**src/rtl/gpio_in_debounce.sv**
```systemverilog
// Switch input conditioning: per-bit synchronizer, stability counter, edge strobes
// and sticky write-one-to-clear change flags for the GPIO input bus.
module gpio_in_debounce #(
   parameter int unsigned       WIDTH           = 16,
   parameter int unsigned       SYNC_STAGES     = 2,
   parameter int unsigned       DEBOUNCE_CYCLES = 250000,
   parameter logic [WIDTH-1:0]  RESET_VAL       = '0
) (
   input  logic             clk_i,
   input  logic             arst_n_i,
   input  logic [WIDTH-1:0] raw_i,
   input  logic [WIDTH-1:0] clr_i,
   output logic [WIDTH-1:0] data_o,
   output logic [WIDTH-1:0] rise_o,
   output logic [WIDTH-1:0] fall_o,
   output logic             chg_o,
   output logic [WIDTH-1:0] evt_o
);

   localparam int unsigned      SyncN  = (SYNC_STAGES < 2) ? 2 : SYNC_STAGES;
   localparam int unsigned      CNT_W  = $clog2(DEBOUNCE_CYCLES + 1);
   localparam logic [CNT_W-1:0] CntMax = CNT_W'(DEBOUNCE_CYCLES - 1);

   logic [WIDTH-1:0] sync_q [SyncN];
   logic [WIDTH-1:0] sync_s;

   logic [CNT_W-1:0] cnt_q [WIDTH];
   logic [CNT_W-1:0] cnt_d [WIDTH];
   logic [WIDTH-1:0] data_q, data_d;
   logic [WIDTH-1:0] rise_q, rise_d;
   logic [WIDTH-1:0] fall_q, fall_d;
   logic [WIDTH-1:0] evt_q, evt_d;

   // Plain flop chain; nothing may sit between stages.
   always_ff @(posedge clk_i or negedge arst_n_i) begin
      if (!arst_n_i) begin
         for (int i = 0; i < SyncN; i++) begin
            sync_q[i] <= RESET_VAL;
         end
      end else begin
         sync_q[0] <= raw_i;
         for (int i = 1; i < SyncN; i++) begin
            sync_q[i] <= sync_q[i-1];
         end
      end
   end

   assign sync_s = sync_q[SyncN-1];

   always_comb begin
      data_d = data_q;
      rise_d = '0;
      fall_d = '0;
      for (int i = 0; i < WIDTH; i++) begin
         cnt_d[i] = '0;
         if (sync_s[i] != data_q[i]) begin
            // Final qualifying cycle: accept the new level and strobe in the same edge.
            if (cnt_q[i] == CntMax) begin
               data_d[i] = sync_s[i];
               rise_d[i] = sync_s[i];
               fall_d[i] = ~sync_s[i];
            end else begin
               cnt_d[i] = cnt_q[i] + CNT_W'(1);
            end
         end
      end
      // Set takes priority over a coincident clear.
      evt_d = (evt_q & ~clr_i) | rise_q | fall_q;
   end

   always_ff @(posedge clk_i or negedge arst_n_i) begin
      if (!arst_n_i) begin
         for (int i = 0; i < WIDTH; i++) begin
            cnt_q[i] <= '0;
         end
         data_q <= RESET_VAL;
         rise_q <= '0;
         fall_q <= '0;
         evt_q  <= '0;
      end else begin
         for (int i = 0; i < WIDTH; i++) begin
            cnt_q[i] <= cnt_d[i];
         end
         data_q <= data_d;
         rise_q <= rise_d;
         fall_q <= fall_d;
         evt_q  <= evt_d;
      end
   end

   assign data_o = data_q;
   assign rise_o = rise_q;
   assign fall_o = fall_q;
   assign evt_o  = evt_q;
   assign chg_o  = |(rise_q | fall_q);

endmodule
```
**config.mk**
```make
export PLATFORM = sky130hd
export DESIGN_NAME = gpio_in_debounce
export DESIGN_NICKNAME = d
export VERILOG_FILES = /design/src/rtl/gpio_in_debounce.sv
export SDC_FILE = /design/constraint.sdc
export NUM_CORES = 1
export LEC_CHECK = 0
export ABC_CLOCK_PERIOD_IN_PS = 3800
export BUFFER_PORTS_ARGS = -buffer_cell sky130_fd_sc_hd__buf_2
export CORE_UTILIZATION = 65
export CTS_BUF_LIST = sky130_fd_sc_hd__clkbuf_2
export CTS_CLUSTER_SIZE = 25
export DETAILED_ROUTE_END_ITERATION = 16
export GPL_TIMING_DRIVEN = 0
export PLACE_DENSITY = 0.8
export SETUP_SLACK_MARGIN = 0.5
export SLEW_MARGIN = 0
export SYNTH_ARGS = -nofsm -noshare
export SYNTH_HDL_FRONTEND = slang
export SYNTH_SLANG_ARGS = --single-unit
```
**constraint.sdc**
```tcl
create_clock -name clk_i -period 3.8 [get_ports clk_i]
set_input_delay 0.76 -clock clk_i [delete_from_list [all_inputs] [get_ports clk_i]]
set_output_delay 0.76 -clock clk_i [all_outputs]
set_load 0.1 [all_outputs]
```
==> results of run 1 <==
## synthesized netlist by cell type, drive strengths merged (30+ instances only)
| library cell | instances | area, um^2 |
|---|---|---|
| nand2 | 73 | 274 |
| o21ai | 31 | 155 |
| xnor2 | 182 | 1590 |
| nor2 | 304 | 1140 |
| nand4 | 92 | 641 |
| nor3b | 38 | 285 |
| dfrtp | 384 | 9610 |
| inv | 50 | 188 |
| nor4 | 84 | 532 |
| nor3 | 50 | 250 |
| nand3 | 106 | 531 |
| xor2 | 61 | 534 |
| and3 | 30 | 190 |
## layout by cell type, fill, tap and decap left out, types with 11 or more instances in the layout
master / netlist / routed
dfrtp_1: 384 / 384
nor2_1: 304 / 298
xnor2_1: 182 / 182
clkbuf_2: 1 / 130
buf_2: 13 / 109
nand3_1: 106 / 106
nand4_1: 83 / 83
nor4_1: 83 / 83
nand2_1: 73 / 73
xor2_1: 61 / 61
inv_1: 50 / 50
nor3_1: 50 / 50
nor3b_1: 38 / 38
dlygate4sd3_1: 0 / 29
and3_1: 28 / 28
clkinv_1: 0 / 28
o21ai_0: 27 / 27
a21oi_1: 27 / 27
or4_1: 20 / 19
ha_1: 16 / 16
and4_1: 14 / 14
o31ai_1: 14 / 14
or3_1: 12 / 12
nand4b_1: 11 / 11
## worst max path at each step
stage	slack (ns)	from	depth (start not counted)	end
after floorplan	1.02	rise_o[15]$_DFF_PN0_	3	chg_o
after global placement	-5.25	arst_n_i	1	sync_q[18]$_DFF_PN0_
after detailed placement	1.11	rise_o[4]$_DFF_PN0_	4	chg_o
after CTS	0.43	fall_o[2]$_DFF_PN0_	4	chg_o
after global routing	0.40	fall_o[2]$_DFF_PN0_	4	chg_o
final	0.54	fall_o[2]$_DFF_PN0_	4	chg_o
## registers in the layout (all words and copies together), names as in the netlist
signal	cells
sync_s	16
sync_q	16
rise_o	16
evt_o	16
cnt_q	288
fall_o	16
data_o	16
## area by class of cell
class                      instances  area, um^2
sequential                       384        9610
multi-input combinational       1239        7930
fill                            1940        6860
timing repair buffer             130         888
clock buffer                     129         646
tap                              341         427
clock inverter                    44         220
inverter                          50         188
buffer                            24         108
antenna                            1        2.50
## cell families after synthesis
| family | after synthesis |
|---|---|
| compound gates | 89 |
| xor+xnor | 243 |
| fa+ha+maj | 16 |
| buf+inv | 74 |
| flops | 384 |
| mux | 16 |
| simple gates | 875 |
## power breakdown
group | leakage [nW] | internal (mW) | switching (mW)
clock network | 0.647 | 1.02 | 1.67
registers | 5.25 | 4.14 | 0.0574
logic | 2.76 | 0.102 | 0.176
total | 8.66 | 5.26 | 1.90
## metal layers
metal,vias to the layer above,share of wire (%),GRT usage (%)
met4,0,2.5,9.13
met1,6467,46,34.5
met5,-,0,0
met3,76,3.6,4.89
li1,6534,-,-
met2,244,48,42.2
## timing repair
item                                   in CTS  in global routing
gates cloned                                0                  0
gates resized for setup                    11                  2
endpoints found under the hold margin      72                  1
hold buffers                               28                  1
setup buffers                               0                  0
setup endpoints to repair                   1                  1
pin swaps                                   5                  0
## critical path: stages (launching register included)
cell and delay (ns):
dfrtp_1 0.39, nor2_2 0.16, nand4_1 0.23, or4_4 0.59
buf_12 0.19
## through the flow
stage / hold WS (ns) / util (%) / setup WS, ns / cells / cell area, um^2
CTS: 0.00680 / 74.4 / 0.435 / 2340 / 20000
floorplan: 0.331 / - / 1.02 / 1697 / 17800
finish: 0.0780 / 74.5 / 0.538 / 2342 / 20000
global route: 0.000749 / 74.5 / 0.399 / 2342 / 20000
global placement: 0.332 / 69.6 / -5.25 / 2136 / 18700
detailed placement: 0.335 / 70.0 / 1.11 / 2139 / 18800
==> flow_summary_export.csv, run 1 <==
group,metric,value,unit
flow_run,cap_viol_max_count,0,
clocking,clockBufferDepth,3,
sta,rsz0062_at_grt,"true",
logic_synthesis,synth_seq_area_share,54.0,%
logic_synthesis,syn_area,17800,um^2
sta,fmaxAchievable,0.307,GHz
clocking,cts_root_buffer,"clkbuf_2",
setup_path,reg2regPathDepth,5,
logic_synthesis,synth_fa_ha_area_share,1.12,%
sta,final-max-slew-violation-count,0,
finish,finalNetCount,1973,
setup_path,critPathLaunchType,"flop",
sta,final.period_utilization,85.8,%
logic_synthesis,synth_compound_area_share,4.02,%
clocking,clk_latency,0.93,ns
logic_synthesis,yosysUniqueCellTypes,50,
sta,setup_tns,0,ns
routing,routed_wl,34600,um
min_path,whs_endpoint,"evt_o[10]$_DFF_PN0_",
logic_synthesis,ys_async_sr_fraction,100,%
setup_path,cp_data_required_time,3.04,ns
status,status,"completed",
sta,skew,0.0843,ns
logic_synthesis,yosys_most_used_dff,"dfrtp_1",
power,p_leak,8.66,nW
global_routing,overflow,0,
min_path,hp-start,"clr_i[10]",
setup_path,crit_arrival,2.50,ns
routing,vias,13321,
clocking,htree_levels,3,
finish,area_growth,12.4,%
die,chipWidth,167,um
die,die-area,28100,um^2
routing,dr.pass1.iters,4,
logic_synthesis,synth.avg_cell_area,10.5,um^2
global_routing,grt_pass1_vias,13269,
clocking,cts_tree,"built",
logic_synthesis,synth_cells,1697,
logic_synthesis,synth_top_family_by_area,"simple AND/OR/NAND/NOR gates",
min_path,min_path_type,"in2reg",
logic_synthesis,yosys_register_bits,384,
power,powerDensity,358,nW/um^2
routing,wl_per_cell,14.8,um
sta,min_period,3.26,ns
routing,drt_iter0_drc,782,
die,core_area,26900,um^2
global_routing,grt_first_pass_wirelength,60400,um
setup_path,crit_path_max_fanout,2,
routing,postRouteAntennaNets,0,
routing,vias_per_cell,5.69,
routing,drc_errors,0,
logic_synthesis,syn_nets,1747,
setup_path,end_kind,"output port",
placement,io_buffers,98,
setup_path,r2r-end,"cnt_q[266]$_DFF_PN0_",
sta,tightest_slew,0.756,ns
logic_synthesis,yosys.area_share.simple,26.1,%
die,die_h,167,um
sta,hold_violations,0,
setup_path,critPathKind,"reg2out",
placement,dp_hpwl,23200,um
finish,drive_gt1_share,16.2,%
die,initial_core_util,66.2,%
global_routing,grt_max_degree,120,
clocking,clock_sinks,384,
sta,slew_headroom,49.0,%
sta,finalSetupViolCount,0,
min_path,hold_depth,2,
placement,place.gp.congestion,0.864,
setup_path,r2r_slack,1.59,ns
clocking,numCtsBuffers,94,
logic_synthesis,yosysWarnings,0,
global_routing,antenna_found_initial,1,
setup_path,r2r_start,"cnt_q[252]$_DFF_PN0_",
die,rows,60,
clocking,clk_pin_slew_worst_paths,0.10,ns
logic_synthesis,synth_edf_count,0,
power,p_total,7.16,mW
global_routing,track_usage,25.8,%
logic_synthesis,yosys.area_share.xor_xnor,12.0,%
logic_synthesis,synthMuxAreaShare,1.16,%
power,max-vdd-ir-drop,0.230,mV
die,pin_count,99,
No activity file was read; power rests on OpenSTA's default activity.
==> inputs of run 2 (changes only) <==
--- a/config.mk
+++ b/config.mk
@@ -7,12 +7,12 @@
 export LEC_CHECK = 0
 export ABC_CLOCK_PERIOD_IN_PS = 3800
 export BUFFER_PORTS_ARGS = -buffer_cell sky130_fd_sc_hd__buf_2
-export CORE_UTILIZATION = 65
-export CTS_BUF_LIST = sky130_fd_sc_hd__clkbuf_2
+export CORE_UTILIZATION = 25
+export CTS_BUF_LIST = sky130_fd_sc_hd__clkbuf_4 sky130_fd_sc_hd__clkbuf_8
 export CTS_CLUSTER_SIZE = 25
 export DETAILED_ROUTE_END_ITERATION = 16
 export GPL_TIMING_DRIVEN = 0
-export PLACE_DENSITY = 0.8
+export PLACE_DENSITY = 0.35
 export SETUP_SLACK_MARGIN = 0.5
 export SLEW_MARGIN = 0
 export SYNTH_ARGS = -nofsm -noshare
==> flow_summary_export.csv, run 2 (same netlist as run 1, synthesis figures left out) <==
group,metric,value,unit
finish,largest_reg_flops,288,
routing,dr_wl_met2,17900,um
sta,min_period,3.20,ns
setup_path,end_kind,"output port",
placement,place_area,19600,um^2
clocking,htree_levels,3,
clocking,numCtsBuffers,78,
power,max-vdd-ir-drop,0.231,mV
sta,tightest_slew,0.830,ns
setup_path,crit_arrival,2.44,ns
placement,dp_hpwl,27300,um
sta,slew_headroom,44.1,%
placement,place_ws,1.04,ns
global_routing,grt_max_degree,104,
routing,top_layer,"met5",
clocking,cts_tree,"built",
setup_path,cp-startpoint,"rise_o[9]$_DFF_PN0_",
finish,drive_gt1_share,16.2,%
power,powerDensity,418,nW/um^2
clocking,clk_latency,0.64,ns
finish,mostFrequentLayoutCell,"dfrtp_1",
routing,vias,12971,
min_path,min_path_type,"in2async",
global_routing,antenna_found_initial,3,
routing,met1Wirelength,20400,um
setup_path,critPathLaunchType,"flop",
sta,rsz0062_at_grt,"false",
global_routing,overflow,0,
finish,largest-register,"cnt_q",
die,die-area,72300,um^2
routing,drt_iter0_drc,492,
clocking,cts-hold-fix-buffers,0,
global_routing,grt_first_pass_wirelength,68900,um
power,p_leak,8.73,nW
clocking,clock_sinks,384,
routing,vias_per_cell,4.52,
global_routing,grt_pass1_vias,13189,
sta,final-max-slew-violation-count,0,
routing,dr.pass1.iters,4,
clocking,cts_root_buffer,"clkbuf_8",
routing,met3_length,1890,um
sta,hold_violations,0,
finish,final_cell_mix,"dfrtp_1 (384), nor2_1 (297), xnor2_1 (182)",
routing,postRouteAntennaNets,0,
die,die_h,269,um
routing,drc_errors,0,
sta,hold_slack,0.138,ns
status,status,"completed",
sta,final.period_utilization,84.2,%
die,core_area,70300,um^2
finish,area_growth,19.1,%
placement,io_buffers,98,
die,pin_count,99,
die,chipWidth,269,um
finish,finalNetCount,1928,
die,rows,97,
setup_path,crit_path_max_fanout,2,
setup_path,r2r_start,"cnt_q[252]$_DFF_PN0_",
finish,fin_area,21200,um^2
routing,wl_per_cell,14.4,um
routing,routed_wl,41300,um
sta,finalSetupViolCount,0,
setup_path,critPathKind,"reg2out",
setup_path,cp_data_required_time,3.04,ns
sta,fmaxAchievable,0.313,GHz
flow_run,cap_viol_max_count,0,
sta,skew,0.0218,ns
global_routing,track_usage,11.7,%
setup_path,r2r_slack,1.52,ns
die,initial_core_util,25.3,%
sta,worst_slack,0.601,ns
clocking,clockBufferDepth,3,
placement,place.gp.congestion,0.739,
clocking,clk_pin_slew_worst_paths,0.06,ns
==> run 2: final cells by class <==
class / instances / area [um^2]
Buffer: 24 / 108
Multi-Input combinational cell: 1239 / 7920
Sequential cell: 384 / 9610
Tap cell: 940 / 1180
Clock buffer: 115 / 1500
Timing Repair Buffer: 101 / 593
Antenna cell: 2 / 5.00
Fill cell: 7330 / 49100
Clock inverter: 17 / 96.3
Inverter: 50 / 188
==> run 2: worst paths after layout <==
path                                   endpoint  cells past startpoint
min in group clk_i         sync_q[19]$_DFF_PN0_                      1
min                        cnt_q[194]$_DFF_PN0_                      1
max                                       chg_o                      4
max reg2reg                cnt_q[263]$_DFF_PN0_                      5
min reg2reg                 sync_s[2]$_DFF_PN0_                      0
max in group asynchronous  cnt_q[135]$_DFF_PN0_                      3
==> run 2: worst max-delay path: stages (launching register included) <==
cell and delay [ns]:
dfrtp_1 0.37, nor2_1 0.32, nand4_1 0.39, or4_4 0.53, buf_8 0.19
==> run 2: power breakdown <==
group,internal [mW],switching (mW)
registers,4.15,0.0574
clock network,2.50,1.87
logic,0.0828,0.181
==> run 2: routing by layer <==
layer	GRT usage (%)	vias up
li1	-	6395
met1	16.1	6296
met2	17.5	191
met3	3.15	87
met4	4.33	2
met5	0	-
==> run 2: timing repair <==
item	4_1_cts	5_1_grt
buffers inserted	0	0
pin swaps	3	1
gates resized for setup	12	0
endpoints found under the setup margin	1	1
==> run 2: metrics by stage <==
stage	TNS, ns	total power, mW	utilization [%]	instances
4_1_cts	0	9.13	30.2	2870
6_report	0	8.85	30.2	2872
3_5_place_dp	0	4.56	27.8	2738
5_1_grt	0	9.34	30.2	2872
2_1_floorplan	0	4.39	-	1697
3_3_place_gp	-2447.35	4.55	27.7	2735
==> inputs of run 3 (changes only) <==
--- a/config.mk
+++ b/config.mk
@@ -5,14 +5,14 @@
 export SDC_FILE = /design/constraint.sdc
 export NUM_CORES = 1
 export LEC_CHECK = 0
-export ABC_CLOCK_PERIOD_IN_PS = 3800
+export ABC_CLOCK_PERIOD_IN_PS = 2850
 export BUFFER_PORTS_ARGS = -buffer_cell sky130_fd_sc_hd__buf_2
 export CORE_UTILIZATION = 25
 export CTS_BUF_LIST = sky130_fd_sc_hd__clkbuf_4 sky130_fd_sc_hd__clkbuf_8
 export CTS_CLUSTER_SIZE = 25
 export DETAILED_ROUTE_END_ITERATION = 16
 export GPL_TIMING_DRIVEN = 0
-export PLACE_DENSITY = 0.35
+export PLACE_DENSITY = 0.37
 export SETUP_SLACK_MARGIN = 0.5
 export SLEW_MARGIN = 0
 export SYNTH_ARGS = -nofsm -noshare
==> constraint.sdc (replaced) <==
create_clock -name clk_i -period 2.85 [get_ports clk_i]
set_input_delay 0.57 -clock clk_i [delete_from_list [all_inputs] [get_ports clk_i]]
set_output_delay 0.57 -clock clk_i [all_outputs]
set_load 0.1 [all_outputs]
==> flow_summary_export.csv, run 3 (same netlist as run 1, synthesis figures left out) <==
group,metric,value,unit
status,status,"completed",
sta,final-max-slew-violation-count,0,
die,initial_core_util,25.3,%
setup_path,crit_path_max_fanout,2,
placement,place.gp.congestion,0.741,
min_path,hp-start,"clr_i[3]",
placement,dp_hpwl,26600,um
routing,vias,12959,
clocking,htree_levels,3,
global_routing,grt_pass1_vias,13321,
setup_path,crit_path_cell_trace,"nor2_4 -> nand4_1 -> or4_4 -> buf_12",
setup_path,reg2regPathDepth,6,
setup_path,cp_data_required_time,2.28,ns
routing,dr.pass1.iters,7,
clocking,clk_latency,0.66,ns
setup_path,crit_arrival,2.26,ns
clocking,clk_pin_slew_worst_paths,0.06,ns
sta,finalSetupViolCount,0,
sta,final.period_utilization,99.2,%
global_routing,grt_first_pass_wirelength,68700,um
routing,wl_per_cell,13.9,um
sta,hold_violations,0,
finish,fillers,7270,
setup_path,slowest_delay,0.52,ns
finish,largest_reg_flops,288,
finish,final_cell_mix,"dfrtp_1 (384), nor2_1 (293), xnor2_1 (182)",
setup_path,r2r_slack,0.70,ns
sta,tightest_slew,0.626,ns
setup_path,critPathLaunchType,"flop",
finish,drive_gt1_share,16.6,%
sta,fmaxAchievable,0.354,GHz
routing,drc_errors,0,
min_path,min_path_type,"in2reg",
power,max-vdd-ir-drop,0.248,mV
setup_path,r2r_start,"cnt_q[64]$_DFF_PN0_",
min_path,hold_depth,2,
flow_run,cap_viol_max_count,0,
setup_path,end_kind,"output port",
die,die_h,269,um
sta,setup_tns,0,ns
min_path,whs_endpoint,"evt_o[3]$_DFF_PN0_",
placement,place_area,19600,um^2
routing,routed_wl,40400,um
routing,postRouteAntennaNets,0,
clocking,clock_sinks,384,
sta,slew_headroom,58.2,%
routing,drt_iter0_drc,644,
die,chipWidth,269,um
global_routing,overflow,0,
power,powerDensity,562,nW/um^2
die,rows,97,
global_routing,grt_max_degree,116,
clocking,cts_tree,"built",
setup_path,cp_slowest_cell,"or4_4",
die,core_area,70300,um^2
die,die-area,72300,um^2
setup_path,critPathKind,"reg2out",
power,p_leak,8.93,nW
finish,finalNetCount,1952,
global_routing,antenna_found_initial,2,
sta,min_period,2.83,ns
die,pin_count,99,
clocking,numCtsBuffers,78,
global_routing,track_usage,11.7,%
finish,fin_area,21600,um^2
routing,vias_per_cell,4.47,
clocking,clockBufferDepth,3,
sta,rsz0062_at_grt,"true",
finish,mostFrequentLayoutCell,"dfrtp_1",
placement,io_buffers,98,
finish,area_growth,21.3,%
sta,skew,0.0295,ns
clocking,cts_root_buffer,"clkbuf_8",
finish,largest-register,"cnt_q",
setup_path,r2r-end,"cnt_q[63]$_DFF_PN0_",
-- run 3: cell count changes in the layout (fill, tap and decap cells not counted), moves of 3 or more --
| cell | delta |
|---|---|
| clkbuf_4 | +9 |
| clkinv_2 | -9 |
| clkbuf_1 | -3 |
| dlygate4sd3_1 | +22 |
| nor2_4 | +3 |
| nor2_1 | -4 |
-- run 3: critical path: cells and delay by family (launching register included) --
family / cells / cell delay [ns]
AND/OR/NAND/NOR: 3 / 1.00
buffers and inverters: 1 / 0.18
flip-flops: 1 / 0.40
-- run 3: how the worst max path moves through the flow --
stage	depth (start not counted)	endpoint	start
2_1_floorplan	3	chg_o	rise_o[15]$_DFF_PN0_
3_3_place_gp	1	data_o[12]$_DFFE_PN0P_	arst_n_i
3_5_place_dp	4	chg_o	rise_o[12]$_DFF_PN0_
4_1_cts	4	chg_o	rise_o[9]$_DFF_PN0_
5_1_grt	4	chg_o	rise_o[9]$_DFF_PN0_
6_report	4	chg_o	rise_o[9]$_DFF_PN0_
-- run 3: cell type report --
type / instances / area (um^2) / share of cell area, %
Inverter: 50 / 188 / 0.869
Clock inverter: 10 / 113 / 0.522
Tap cell: 940 / 1180 / 5.45
Timing Repair Buffer: 125 / 833 / 3.86
Buffer: 24 / 110 / 0.510
Sequential cell: 384 / 9610 / 44.5
Antenna cell: 1 / 2.50 / 0.0116
Clock buffer: 125 / 1580 / 7.30
Multi-Input combinational cell: 1239 / 7980 / 37.0
-- run 3: stage by stage --
stage / hold slack [ns] / instances / total power [mW] / util [%] / worst slack [ns]
CTS: 0.00523 / 2895 / 12.5 / 30.6 / -0.159
global route: 0.0333 / 2898 / 12.8 / 30.7 / -0.157
global placement: 0.333 / 2735 / 6.06 / 27.7 / -7.10
floorplan: 0.274 / 1697 / 5.85 / - / 0.502
detailed placement: 0.335 / 2738 / 6.07 / 27.8 / 0.207
finish: 0.0915 / 2898 / 12.1 / 30.7 / 0.0238
-- run 3: routing by layer --
metal / global-route usage [%] / vias up / part of all wire [%]
met4: 4.51 / 0 / 2.5
met3: 3.30 / 70 / 4.9
met2: 17.4 / 215 / 43
li1: - / 6442 / -
met5: 0 / - / 0
met1: 16.0 / 6232 / 49
-- run 3: timing repair --
action | 4_1_cts | 5_1_grt
buffers inserted | 0 | 2
pin swaps | 1 | 2
setup endpoints to repair | 1 | 53
endpoints found under the hold margin | 86 | 0
hold buffers | 22 | 0
resized for setup | 18 | 10
-- run 3: report_power, final --
group / switching, mW / leakage [nW] / internal [mW] / total (mW)
registers: 0.0759 / 5.25 / 5.54 / 5.61
logic: 0.243 / 2.79 / 0.133 / 0.376
clock network: 2.47 / 0.892 / 3.66 / 6.13
